**config.mk**
```make
export PLATFORM = sky130hd
export DESIGN_NAME = control_sequencer
export DESIGN_NICKNAME = d
export VERILOG_FILES = /design/src/rtl/control_sequencer_pkg.sv /design/src/rtl/control_sequencer_step_decoder.sv /design/src/rtl/control_sequencer.sv
export SDC_FILE = /design/constraint.sdc
export NUM_CORES = 1
export LEC_CHECK = 0
export CAP_MARGIN = 40
export CORE_UTILIZATION = 40
export DETAILED_ROUTE_END_ITERATION = 8
export GPL_TIMING_DRIVEN = 0
export PLACE_DENSITY = 0.77
export SLEW_MARGIN = 20
export SYNTH_ARGS = -nofsm -noshare
export SYNTH_HDL_FRONTEND = slang
export SYNTH_SLANG_ARGS = --single-unit
```
**constraint.sdc**
```tcl
create_clock -name clock -period 2.06 [get_ports clock]
set_input_delay 0.206 -clock clock [delete_from_list [all_inputs] [get_ports clock]]
set_output_delay 0.206 -clock clock [all_outputs]
set_load 0.01 [all_outputs]
```
**src/rtl/control_sequencer_pkg.sv**
```systemverilog
// control_sequencer_pkg: opcodes, step encoding and control-word layout shared by the sequencer
package control_sequencer_pkg;
  localparam int MEM_WAIT_DEFAULT = 0;
  localparam logic [4:0] OP_LD = 5'b00000, OP_LDI = 5'b00001, OP_ST = 5'b00010, OP_ADD = 5'b00011,
                         OP_SUB = 5'b00100, OP_SHR = 5'b00101, OP_SHL = 5'b00110, OP_ROR = 5'b00111,
                         OP_ROL = 5'b01000, OP_AND = 5'b01001, OP_OR = 5'b01010, OP_ADDI = 5'b01011,
                         OP_ANDI = 5'b01100, OP_ORI = 5'b01101, OP_MUL = 5'b01110, OP_DIV = 5'b01111,
                         OP_NEG = 5'b10000, OP_NOT = 5'b10001, OP_BRX = 5'b10010, OP_JR = 5'b10011,
                         OP_JAL = 5'b10100, OP_IN = 5'b10101, OP_OUT = 5'b10110, OP_MFHI = 5'b10111,
                         OP_MFLO = 5'b11000, OP_NOP = 5'b11001, OP_HALT = 5'b11010;
  typedef enum logic [3:0] {T0, T1, T2, T3, T4, T5, T6, T7, HALT} step_t;
  typedef enum logic [3:0] {
    CL_ALU, CL_IMM, CL_LD, CL_LDI, CL_ST, CL_MD, CL_UN, CL_BR,
    CL_JR, CL_JAL, CL_IN, CL_OUT, CL_MFHI, CL_MFLO, CL_NOP, CL_HALT
  } op_class_t;
  typedef struct packed {
    logic [4:0] alu;
    logic inc_pc, pc_out, pc_in, mar_in, mdr_in, mdr_out, ir_in, y_in, z_in, zlow_out, zhigh_out, read, write;
    logic gra, grb, grc, r_in, r_out, ba_out, c_out, r15sel;
    logic hi_in, lo_in, hi_out, lo_out, inport_out, outport_in, con_in;
  } cw_t;
  function automatic op_class_t op_class(input logic [4:0] op);
    case (op)
      OP_ADD, OP_SUB, OP_SHR, OP_SHL, OP_ROR, OP_ROL, OP_AND, OP_OR: return CL_ALU;
      OP_ADDI, OP_ANDI, OP_ORI: return CL_IMM;
      OP_LD: return CL_LD;
      OP_LDI: return CL_LDI;
      OP_ST: return CL_ST;
      OP_MUL, OP_DIV: return CL_MD;
      OP_NEG, OP_NOT: return CL_UN;
      OP_BRX: return CL_BR;
      OP_JR: return CL_JR;
      OP_JAL: return CL_JAL;
      OP_IN: return CL_IN;
      OP_OUT: return CL_OUT;
      OP_MFHI: return CL_MFHI;
      OP_MFLO: return CL_MFLO;
      OP_HALT: return CL_HALT;
      OP_NOP: return CL_NOP;
      default: return CL_NOP;
    endcase
  endfunction
endpackage

```
**src/rtl/control_sequencer_step_decoder.sv**
```systemverilog
// control_sequencer_step_decoder: (opcode, step, CON_FF) -> control word and last-step flag
module control_sequencer_step_decoder
  import control_sequencer_pkg::*;
(
  input  step_t      step,
  input  logic [4:0] op,
  input  logic       con_ff,
  output cw_t        cw,
  output logic       last
);
  op_class_t cls;
  assign cls = op_class(op);
  always_comb begin
    cw = '0;
    last = 1'b0;
    case (step)
      T0: {cw.pc_out, cw.mar_in, cw.inc_pc, cw.z_in} = 4'hf;
      T1: {cw.zlow_out, cw.pc_in, cw.read, cw.mdr_in} = 4'hf;
      T2: begin
        {cw.mdr_out, cw.ir_in} = 2'b11;
        last = cls inside {CL_NOP, CL_HALT};
      end
      T3: case (cls)
        CL_ALU, CL_IMM: {cw.grb, cw.r_out, cw.y_in} = 3'b111;
        CL_LD, CL_LDI, CL_ST: {cw.grb, cw.ba_out, cw.y_in} = 3'b111;
        CL_MD: {cw.gra, cw.r_out, cw.y_in} = 3'b111;
        CL_UN: begin
          {cw.grb, cw.r_out, cw.z_in} = 3'b111;
          cw.alu = op;
        end
        CL_BR: {cw.gra, cw.r_out, cw.con_in} = 3'b111;
        CL_JR: {cw.gra, cw.r_out, cw.pc_in, last} = 4'hf;
        CL_JAL: {cw.pc_out, cw.r15sel, cw.r_in} = 3'b111;
        CL_IN: {cw.inport_out, cw.gra, cw.r_in, last} = 4'hf;
        CL_OUT: {cw.gra, cw.r_out, cw.outport_in, last} = 4'hf;
        CL_MFHI: {cw.hi_out, cw.gra, cw.r_in, last} = 4'hf;
        CL_MFLO: {cw.lo_out, cw.gra, cw.r_in, last} = 4'hf;
        default: ;
      endcase
      T4: case (cls)
        CL_ALU: begin
          {cw.grc, cw.r_out, cw.z_in} = 3'b111;
          cw.alu = op;
        end
        CL_IMM: begin
          {cw.c_out, cw.z_in} = 2'b11;
          cw.alu = op;
        end
        CL_LD, CL_LDI, CL_ST: begin
          {cw.c_out, cw.z_in} = 2'b11;
          cw.alu = OP_ADD;
        end
        CL_MD: begin
          {cw.grb, cw.r_out, cw.z_in} = 3'b111;
          cw.alu = op;
        end
        CL_UN: {cw.zlow_out, cw.gra, cw.r_in, last} = 4'hf;
        CL_BR: {cw.pc_out, cw.y_in} = 2'b11;
        CL_JAL: {cw.gra, cw.r_out, cw.pc_in, last} = 4'hf;
        default: ;
      endcase
      T5: case (cls)
        CL_ALU, CL_IMM, CL_LDI: {cw.zlow_out, cw.gra, cw.r_in, last} = 4'hf;
        CL_LD, CL_ST: {cw.zlow_out, cw.mar_in} = 2'b11;
        CL_MD: {cw.zlow_out, cw.lo_in} = 2'b11;
        CL_BR: begin
          {cw.c_out, cw.z_in} = 2'b11;
          cw.alu = OP_ADD;
        end
        default: ;
      endcase
      T6: case (cls)
        CL_LD: {cw.read, cw.mdr_in} = 2'b11;
        CL_ST: {cw.gra, cw.r_out, cw.mdr_in} = 3'b111;
        CL_MD: {cw.zhigh_out, cw.hi_in, last} = 3'b111;
        CL_BR: {cw.zlow_out, cw.pc_in, last} = {1'b1, con_ff, 1'b1};
        default: ;
      endcase
      T7: case (cls)
        CL_LD: {cw.mdr_out, cw.gra, cw.r_in, last} = 4'hf;
        CL_ST: {cw.write, last} = 2'b11;
        default: ;
      endcase
      default: ;
    endcase
  end
endmodule

```
**src/rtl/control_sequencer.sv**
```systemverilog
// control_sequencer: hardwired fetch/execute step sequencer for the single-bus datapath
module control_sequencer
  import control_sequencer_pkg::*;
#(
  parameter int MEM_WAIT = MEM_WAIT_DEFAULT
) (
  input  logic        clock,
  input  logic        reset,
  input  logic [31:0] IR,
  input  logic        CON_FF,
  input  logic        Stop,
  output logic        Run,
  output logic [4:0]  ALU_ctl,
  output logic        IncPC,
  output logic        PCout, PCin, MARin, MDRin, MDRout, IRin, Yin, Zin, Zlowout, Zhighout,
  output logic        Read, Write,
  output logic        Gra, Grb, Grc, Rin, Rout, BAout, Cout, R15sel,
  output logic        HIin, LOin, HIout, LOout, InPortout, OutPortin, CONin
);
  localparam logic [7:0] WAIT_MAX = 8'(MEM_WAIT);
  step_t step, step_nx;
  logic [7:0] cnt, cnt_nx;
  logic [4:0] op;
  logic last, hold, unused_ir;
  cw_t cw, ctl;
  assign op = IR[31:27];
  assign unused_ir = ^IR[26:0];
  control_sequencer_step_decoder dec (.step(step), .op(op), .con_ff(CON_FF), .cw(cw), .last(last));
  // memory steps stay put until the wait counter reaches MEM_WAIT
  assign hold = (cw.read | cw.write) && cnt != WAIT_MAX;
  always_comb begin
    cnt_nx = hold ? cnt + 8'd1 : 8'd0;
    step_nx = step == HALT ? HALT
            : hold ? step
            : last ? ((Stop || op == OP_HALT) ? HALT : T0)
            : step_t'(step + 4'd1);
  end
  always_ff @(posedge clock or posedge reset)
    if (reset) begin
      step <= T0;
      cnt <= 8'd0;
    end else begin
      step <= step_nx;
      cnt <= cnt_nx;
    end
  assign ctl = reset ? '0 : cw;
  assign Run = step != HALT;
  assign {ALU_ctl, IncPC, PCout, PCin, MARin, MDRin, MDRout, IRin, Yin, Zin, Zlowout, Zhighout, Read, Write,
          Gra, Grb, Grc, Rin, Rout, BAout, Cout, R15sel,
          HIin, LOin, HIout, LOout, InPortout, OutPortin, CONin} = ctl;
endmodule

```
==> impl_metrics.json, run 1 <==
{
  "syn_nets": 302,
  "root_buffer": "clkbuf_8",
  "tns_ns": -10.72,
  "die_h_um": 69.2,
  "drt_iter0_drc": 514,
  "crit_buf_inv": 4,
  "async_flop_share_pct": 100,
  "placed_area_um2": 2360,
  "synth_area_leaders": "dfrtp_1 (17%), ha_1 (9.0%), nor2_1 (7.5%)",
  "ys_seq_area_share_pct": 16.6,
  "start_util_pct": 41.5,
  "timing.final.crit_share_pct": 127,
  "syn_inst": 253,
  "cp.required_ns": 1.85,
  "crit_cells": 11,
  "synth_top_cell_by_area": "dfrtp_1",
  "synth_top_cell_area_share_pct": 16.6,
  "hold_path.class": "input port to asynchronous set/reset pin",
  "grt_overflow_total": 0,
  "finalHoldViolCount": 0,
  "setup_ws_ns": -0.551,
  "worst_setup_path_start_kind": "flip-flop",
  "ctsHoldBuffers": 0,
  "ys.flop_type": "dfrtp_1",
  "cts.sinks": 12,
  "crit_top_cell": "buf_6",
  "worstMarginPinSlew_ns": 0.682,
  "critPathCaptureType": "primary output",
  "drv_cap": 0,
  "path_delay_family": "simple AND/OR/NAND/NOR gates",
  "grt_use_total_pct": 32.7,
  "grt_antenna_before_repair": 0,
  "grt_pass1_wl_um": 12900,
  "syn_to_final_growth_pct": 104,
  "drt-total-wl_um": 10600,
  "io_buffers": 42,
  "fp-row-count": 24,
  "synth-edff-count": 0,
  "drv_slew": 0,
  "finalClockSkew_ns": 0.000756,
  "postSynthAreaPerCell_um2": 7.14,
  "min_period_ns": 2.61,
  "numCtsBuffers": 3,
  "fin_nets": 416,
  "fill_cells": 190,
  "yosysUniqueCellTypes": 60,
  "gp_congestion": 0.910,
  "rr_worst_depth": 8,
  "maxSlewHeadroom_pct": 54.6,
  "path_cells": "inv_2 -> ha_1 -> nor2b_4 -> nand2_4 -> nand3_1 -> nand2_1 -> and2b_2 -> buf_6 -> buf_6 -> and2_4 -> buf_6",
  "num_antenna_cells": 0,
  "r2r_setup_slack_ns": -0.28,
  "design.core.area_um2": 4350,
  "power-per-cell-area_nw_per_um2": 562,
  "ant_nets": 0,
  "violations": "design-rule violations, negative setup slack",
  "htreeDepth": 1,
  "clk_pin_slew_worst_paths_ns": 0.06,
  "p_leak_nw": 1.51,
  "final_area_um2": 3690,
  "drive_gt1_share_pct": 62.0,
  "grt_setup_unrepaired": "yes",
  "final_common_cell": "buf_4",
  "peakVddDrop_v": 0.000680,
  "ys_ff_latch": 12,
  "drc": 2,
  "final_core_util_pct": 84.7,
  "drt-vias-per-instance": 7.06,
  "io-pin-count": 70,
  "drt_pre_antenna_iters": 7,
  "layout_common_cells": "buf_4 (48), buf_6 (30), buf_2 (21), nor2_1 (19), nand2_1 (17)",
  "crit_arrival_ns": 2.41,
  "dieArea_um2": 4790,
  "worst-path-max-fanout": 8,
  "finalSetupViolations": 44,
  "hpwl_um": 3750,
  "finalPower_mw": 2.07,
  "grt_max_degree": 15,
  "grt_pass1_vias": 2571,
  "cp_slowest_cell": "dfrtp_2",
  "syn_area_um2": 1810,
  "worstSetupPathType": "flip-flop to primary output",
  "status": "finished with violations",
  "critPathMaxStageDelay_ns": 0.45,
  "max_freq_ghz": 0.383,
  "post_drt_wl_per_cell_um": 25.4,
  "tritoncts": "built",
  "vias": 2952,
  "die_x_um": 69.2,
  "cts_max_path_buffers": 2,
  "clock_latency_ns": 0.25,
  "yosysWarnings": 0
}
==> metal layers <==
layer | vias up | part of all wire (%) | global-route usage, %
li1 | 1139 | - | -
met1 | 1393 | 36 | 39.7
met2 | 321 | 44 | 54.8
met3 | 99 | 13 | 5.96
met4 | 0 | 7.7 | 17.5
met5 | - | 0 | 0
==> path summary, 6_finish.rpt <==
path	from	to
max reg2reg	cnt[0]	step[3]
max	step[1]	ALU_ctl[4]
min reg2reg	cnt[0]	cnt[0]
min in group clock	cnt[0]	cnt[0]
min	reset	cnt[5]
max in group asynchronous	reset	step[0]
==> synth_stat cells, drive strengths merged, types with 6 or more instances <==
cell type and number:
inv 9, a21oi 13, nand2b 7, o21ai 17, ha 13, dfrtp 12
nand2 25, nor3 6, a31oi 6, nor2 36, nand3 7, buf 12
and2 10, clkbuf 7
==> area by class of cell <==
type | instances | area (um2) | share of cell area (%)
tap | 52 | 65.1 | 1.77
clock buffer | 4 | 55.1 | 1.49
buffer | 17 | 200 | 5.43
timing repair buffer | 110 | 962 | 26.1
multi-input combinational | 214 | 2050 | 55.5
inverter | 9 | 53.8 | 1.46
sequential | 12 | 304 | 8.25
==> stage by stage <==
step / setup WS (ns) / hold slack, ns / cells
floorplan: -0.0150 / 0.0844 / 253
global placement: -1.48 / 0.467 / 347
detailed placement: -1.46 / 0.480 / 347
CTS: -0.373 / 0.489 / 392
global route: -0.640 / 0.550 / 418
finish: -0.551 / 0.505 / 418
==> worst register-to-register path, delay by kind of cell (launching register included) <==
kind	cells	cell delay (ns)
fa+ha+maj	1	0.13
compound gates	1	0.21
buf+inv	2	0.23
simple gates	3	1.08
flops	1	0.44
mux	1	0.16
==> registers in the layout, summed over array words and instances (netlist names) <==
signal and count:
cnt 8, step 4
==> logic make-up (layout without fill, tap and decap cells) <==
group                    after synthesis  count (layout)  synth area share [%]
multiplexers                           4               4                  2.56
AND/OR/NAND/NOR                      120             121                  33.8
XOR/XNOR                               7               7                  3.39
adder cells (fa/ha/maj)               13              13                  9.00
flip-flops                            12              12                  16.6
AO/OA/AOI/OAI                         69              69                  26.4
buffers and inverters                 28             140                  8.24
==> what timing repair did <==
action	4_1_cts	5_1_grt
pin swaps	33	45
cloned	6	1
endpoints found under the hold margin	0	0
gates resized for setup	251	110
setup buffers	37	29
setup endpoints to repair	45	45
==> power breakdown <==
| group | switching (mW) | total (mW) | internal (mW) |
|---|---|---|---|
| clock | 0.103 | 0.273 | 0.170 |
| combinational | 0.786 | 1.44 | 0.649 |
| sequential | 0.0891 | 0.363 | 0.274 |
| total | 0.978 | 2.07 | 1.09 |
(Power assumes the default switching activity.)
==> run 2, diff against run 1 <==
--- a/config.mk
+++ b/config.mk
@@ -5,7 +5,7 @@
 export SDC_FILE = /design/constraint.sdc
 export NUM_CORES = 1
 export LEC_CHECK = 0
-export CAP_MARGIN = 40
+export CAP_MARGIN = 20
 export CORE_UTILIZATION = 40
 export DETAILED_ROUTE_END_ITERATION = 8
 export GPL_TIMING_DRIVEN = 0
==> results of run 2 <==
Same layout as run 1: the final DEF is identical, and so are final timing and power.
